File: src/rtl/pwm_breath_multi.sv
// Multi-channel PWM LED driver with per-channel off/fixed/breathing/phased-breathing modes; PWM_BREATH_GAMMA_EN squares the breathing level.
// Outputs registered one clock behind the counter; duty changes only at period wrap; config port has no backpressure.
module pwm_breath_multi #(
  parameter int CH       = 8,
  parameter int W        = 8,
  parameter int PRE_PWM  = 6,
  parameter int PRE_RAMP = 18,
  parameter int STEP     = 8
) (
  input  logic          clk,
  input  logic          rst,
  input  logic          cfg_we,
  input  logic [3:0]    cfg_ch,
  input  logic [1:0]    cfg_mode,
  input  logic [W-1:0]  cfg_duty,
  output logic [CH-1:0] pwm_out,
  output logic          period_start
);

  typedef enum logic [1:0] {
    MODE_OFF    = 2'd0,
    MODE_FIXED  = 2'd1,
    MODE_BREATH = 2'd2,
    MODE_PHASE  = 2'd3
  } mode_e;

  localparam int         PHASE_STEP = (2 ** (W + 1)) / CH;
  localparam logic [W:0] STEP_V     = (W + 1)'(STEP);

  logic pwm_tick;
  logic ramp_tick;

  generate
    if (PRE_PWM == 0) begin : g_pwm_nopre
      assign pwm_tick = 1'b1;
    end else begin : g_pwm_pre
      logic [PRE_PWM-1:0] pre_q, pre_d;
      always_comb pre_d = pre_q + 1'b1;
      always_ff @(posedge clk) begin
        if (rst) pre_q <= '0;
        else     pre_q <= pre_d;
      end
      assign pwm_tick = &pre_q;
    end

    if (PRE_RAMP == 0) begin : g_ramp_nopre
      assign ramp_tick = 1'b1;
    end else begin : g_ramp_pre
      logic [PRE_RAMP-1:0] pre_q, pre_d;
      always_comb pre_d = pre_q + 1'b1;
      always_ff @(posedge clk) begin
        if (rst) pre_q <= '0;
        else     pre_q <= pre_d;
      end
      assign ramp_tick = &pre_q;
    end
  endgenerate

  // Triangle fold of the ramp, optionally squared for perceptual brightness.
  function automatic logic [W-1:0] breath_lvl(input logic [W:0] r);
    logic [W-1:0] l;
    l = r[W-1:0] ^ {W{r[W]}};
`ifdef PWM_BREATH_GAMMA_EN
    return W'(((2 * W)'(l) * (2 * W)'(l)) >> W);
`else
    return l;
`endif
  endfunction

  logic [W-1:0]  cnt_q, cnt_d;
  logic [W:0]    ramp_q, ramp_d;
  mode_e         mode_q     [CH];
  mode_e         mode_d     [CH];
  logic [W-1:0]  duty_cfg_q [CH];
  logic [W-1:0]  duty_cfg_d [CH];
  logic [W-1:0]  duty_act_q [CH];
  logic [W-1:0]  duty_act_d [CH];
  logic [W-1:0]  tgt        [CH];
  logic [CH-1:0] pwm_q, pwm_d;
  logic          period_start_q, period_start_d;
  logic          wrap;

  assign wrap = pwm_tick && (cnt_q == '1);

  always_comb begin
    cnt_d  = cnt_q;
    ramp_d = ramp_q;
    if (pwm_tick)  cnt_d  = cnt_q + 1'b1;
    if (ramp_tick) ramp_d = ramp_q + STEP_V;
  end

  // Targets are taken from the next-state config so a write landing on wrap is used immediately.
  always_comb begin
    for (int i = 0; i < CH; i++) begin
      mode_d[i]     = mode_q[i];
      duty_cfg_d[i] = duty_cfg_q[i];
      if (cfg_we && (cfg_ch == 4'(i))) begin
        mode_d[i]     = mode_e'(cfg_mode);
        duty_cfg_d[i] = cfg_duty;
      end
      case (mode_d[i])
        MODE_FIXED:  tgt[i] = duty_cfg_d[i];
        MODE_BREATH: tgt[i] = breath_lvl(ramp_q);
        MODE_PHASE:  tgt[i] = breath_lvl(ramp_q + (W + 1)'(i * PHASE_STEP));
        default:     tgt[i] = '0;
      endcase
      duty_act_d[i] = wrap ? tgt[i] : duty_act_q[i];
      pwm_d[i]      = (cnt_q < duty_act_q[i]);
    end
    period_start_d = wrap;
  end

  always_ff @(posedge clk) begin
    if (rst) begin
      cnt_q          <= '0;
      ramp_q         <= '0;
      pwm_q          <= '0;
      period_start_q <= 1'b0;
      for (int i = 0; i < CH; i++) begin
        mode_q[i]     <= MODE_OFF;
        duty_cfg_q[i] <= '0;
        duty_act_q[i] <= '0;
      end
    end else begin
      cnt_q          <= cnt_d;
      ramp_q         <= ramp_d;
      pwm_q          <= pwm_d;
      period_start_q <= period_start_d;
      for (int i = 0; i < CH; i++) begin
        mode_q[i]     <= mode_d[i];
        duty_cfg_q[i] <= duty_cfg_d[i];
        duty_act_q[i] <= duty_act_d[i];
      end
    end
  end

  assign pwm_out      = pwm_q;
  assign period_start = period_start_q;

endmodule

File: config.mk
export PLATFORM = sky130hd
export DESIGN_NAME = pwm_breath_multi
export DESIGN_NICKNAME = d
export VERILOG_FILES = /design/src/rtl/pwm_breath_multi.sv
export SDC_FILE = /design/constraint.sdc
export NUM_CORES = 1
export LEC_CHECK = 0
export ABC_AREA = 1
export CAP_MARGIN = 40
export CORE_MARGIN = 2
export CORE_UTILIZATION = 45
export CTS_CLUSTER_SIZE = 16
export DETAILED_ROUTE_END_ITERATION = 10
export PLACE_DENSITY_LB_ADDON = 0.3
export SYNTH_ARGS = -nofsm -noshare
export SYNTH_HDL_FRONTEND = slang
export SYNTH_SLANG_ARGS = --single-unit
File: constraint.sdc
create_clock -name clk -period 2.65 [get_ports clk]
set_clock_uncertainty 0.2 [all_clocks]
set_input_delay 0.265 -clock clk [delete_from_list [all_inputs] [get_ports clk]]
set_output_delay 0.265 -clock clk [all_outputs]
set_load 0.005 [all_outputs]
==> qor.csv <==
stage,metric,value,unit
outcome,outcome,completed,
setup_path,timing.rr.end,duty_act_q[1][29]$_SDFFE_PP0P_,
timing,tightest_slew,840,ps
timing,finalWorstSetupSlack,228,ps
setup_path,reg2reg_depth,12,
pwr,power,5.83,mW
synthesis,syn_area,10700,um2
clock_tree,clk_pin_slew,80,ps
timing,layout_min_cycle_time,2420,ps
pwr,power.density,487,nW/um2
timing,timing.final.crit_share,91.4,%
pwr,vdd_ir_drop_max,0.000351,V
clock_tree,cts_buffers,17,
grt,grt_pass1_wl,48.4,mm
clock_tree,insertion_delay,440,ps
grt,grt_max_degree,159,
synthesis,yosysSeqAreaShare,35.6,%
route,drc,0,
cells_and_area,diodes,0,
clock_tree,cts-resized-gates,0,
setup_path,crit_path_end_kind,register,
worst_hold_path,hold_end,cnt_q[7]$_SDFFE_PP0P_,
route,firstDrtPassIters,6,
floorplan,floorplan.initialDensity,45.8,%
floorplan,num_io_pins,26,
floorplan,fp.dieArea,25100,um2
clock_tree,cts_setup_buffers,0,
setup_path,timing.rr.start,ramp_q[6]$_SDFFE_PP0P_,
clock_tree,clockBufferDepth,2,
setup_path,cp.required,2740,ps
setup_path,cp_slowest_cell,dfxtp_1,
grt,busiest_layer,met2,
setup_path,path_cells,inv_1 -> ha_1 -> inv_1 -> nand2_1 -> nand2_2 -> inv_1 -> nand2_1 -> nand2_1 -> nand3_1 -> nand3_1 -> nand2_1 -> a21oi_1,
synthesis,synth_top_area_share,35.6,%
worst_hold_path,hold_depth,4,
flow_run,max-cap-violations,0,
route,post_drt_wl_per_cell,15.3,um
clock_tree,cts_root_buf,clkbuf_16,
grt,met1_usage,30.9,%
worst_hold_path,hold_path_class,in -> reg,
setup_path,critPathMostFrequentCell,nand2_1,
floorplan,die_x,158,um
synthesis,synth_area_per_cell,6.70,um2
route,routed-via-count,10500,
cells_and_area,area_delta_synth_final,11.8,%
setup_path,crit_path_max_incr_delay,520,ps
place,dp_cells,1918,
grt,met3_usage,4.16,%
clock_tree,hold_buffers,0,
grt,antenna_found_initial,0,
route,drtAntennaViolNets,0,
synthesis,synth_cell_types,36,
timing,setup_viol,0,
place,place_ws,37.8,ps
floorplan,rows,56,
setup_path,crit_path_max_fanout,9,
synthesis,yosys_warnings,0,
synthesis,ys_seq_elements,191,
synthesis,synth_edf_count,0,
synthesis,syn-num-nets,1679,
grt,first_global_vias,9842,
floorplan,core,23400,um2
clock_tree,h-tree-depth,4,
synthesis,async_flop_share,0,%
place,io_buffers,25,
route,vias_per_cell,5.39,
place,dp_hpwl,21.2,mm
route,drt_iter0_drc,676,
timing,setup_tns,0,ps
setup_path,worstSetupPathType,reg -> reg,
route,wirelength,29.8,mm
timing,slew-limit-headroom,44.0,%
setup_path,arrival,2520,ps
timing,maxSlewViolCount,0,
synthesis,synth.area.top_cells,"dfxtp_1 (36%), nand2_1 (16%), nand3_1 (11%)",
timing,clock.fmax,413,MHz
synthesis,synth_largest_area_cell,dfxtp_1,
grt,grt_overflow,0,
grt,met2_usage,41.4,%
clock_tree,tritoncts,done,
cells_and_area,drive_gt1_share,8.09,%
synthesis,syn_inst,1600,
setup_path,rrSetupSlack,230,ps
place,gp_congestion,0.932,
cells_and_area,nets,1697,
floorplan,die_y,158,um
timing,finalHoldViolCount,0,
worst_hold_path,hold_path_startpoint,rst,
cells_and_area,fin_cells,1950,
cells_and_area,fin_util,51.2,%
setup_path,critPathLaunchType,register,
synthesis,synth_ff_type,dfxtp_1,
pwr,p_leak,5.00,nW
grt,track_usage,24.8,%
timing,rsz0062_at_grt,false,
clock_tree,cts.sinks,191,
==> area by class of cell <==
cell class / count / area (um2)
inverter: 188 / 706
timing repair buffer: 78 / 671
fill: 2349 / 11400
tap: 319 / 399
sequential: 191 / 3820
multi-input combinational: 1142 / 5800
clock buffer: 18 / 439
clock inverter: 14 / 150
==> sequential cells by signal (all words and copies together) (netlist names) <==
register	cells
cnt_q	8
g_ramp_pre.pre_q	18
period_start	1
g_pwm_pre.pre_q	6
mode_q	16
duty_cfg_q	64
ramp_q	6
duty_act_q	64
pwm_out	8
==> through the flow <==
stage          hold WS (ps)  instance area, um2
2_1_floorplan           218               10700
3_3_place_gp            228               11400
3_5_place_dp            238               11400
4_1_cts                78.2               12000
5_1_grt                 125               12000
6_report               87.3               12000
==> per-layer routing <==
metal	wire length, um	up-vias
li1	-	5234
met1	13100	4856
met2	13600	331
met3	1660	81
met4	1380	0
met5	0	-
==> cells in the final DEF (no fill, tap or decap), types with 2 or more instances in the layout <==
master,count
a211oi_1,2
a21oi_1,150
a31oi_1,13
buf_12,2
buf_4,52
clkbuf_16,17
clkdlybuf4s50_1,24
clkinv_1,4
clkinv_2,2
clkinv_4,2
dfxtp_1,191
ha_1,62
inv_1,180
inv_2,4
inv_6,4
inv_8,3
nand2_1,460
nand2_2,20
nand2_4,2
nand3_1,231
nand3_2,6
nand3b_1,2
nand4_1,30
nor2_1,72
nor2_2,5
nor2_4,7
nor3_1,5
nor4_1,2
o21a_1,6
o21ai_0,37
o21ai_1,2
o21bai_1,14
xnor2_1,2
xor2_1,8
==> where the power goes <==
part | switching, mW | total [mW] | internal (mW) | leakage, nW
logic | 0.239 | 0.333 | 0.0940 | 3.17
registers | 0.0103 | 2.90 | 2.89 | 1.54
clock network | 1.24 | 2.60 | 1.36 | 0.290
total | 1.49 | 5.83 | 4.35 | 5.00
==> cell families after synthesis <==
kind of cell	share of synthesized area, %
flops	35.6
fa+ha+maj	7.23
xor+xnor	0.817
simple gates	34.8
buf+inv	10.3
compound gates	11.2
==> synthesized netlist by cell type, types with 4 or more instances <==
library cell,instances
nand2_2,19
a21oi_1,150
nand3_1,231
a31oi_1,13
clkbuf_1,37
clkinv_1,4
ha_1,62
nor3_1,5
inv_1,180
buf_4,14
nand3_2,6
nand4_1,30
xor2_1,8
nor2_2,5
nor2_4,7
o21ai_0,37
inv_2,4
buf_2,22
o21bai_1,14
dfxtp_1,191
nor2_1,72
o21a_1,6
nand2_1,461
==> worst max path at each step <==
| stage | from | endpoint | slack, ps | cells past startpoint |
|---|---|---|---|---|
| floorplan | cnt_q[1]$_SDFFE_PP0P_ | duty_act_q[1][23]$_SDFFE_PP0P_ | 720 | 9 |
| finish | ramp_q[6]$_SDFFE_PP0P_ | duty_act_q[1][29]$_SDFFE_PP0P_ | 230 | 12 |
| CTS | ramp_q[6]$_SDFFE_PP0P_ | duty_act_q[1][31]$_SDFFE_PP0P_ | 320 | 12 |
| detailed placement | cfg_ch[1] | duty_act_q[1][0]$_SDFFE_PP0P_ | 40 | 9 |
| global placement | cfg_ch[1] | duty_act_q[1][0]$_SDFFE_PP0P_ | 90 | 9 |
| global route | ramp_q[6]$_SDFFE_PP0P_ | duty_act_q[1][29]$_SDFFE_PP0P_ | 110 | 12 |
==> worst max-delay path, delay by kind of cell, from the launching register on <==
family | cells | cell delay [ps]
flip-flops | 1 | 520
AO/OA/AOI/OAI | 1 | 60
AND/OR/NAND/NOR | 7 | 700
buffers and inverters | 3 | 490
adder cells (fa/ha/maj) | 1 | 290
No activity file was read; power rests on OpenSTA's default activity.
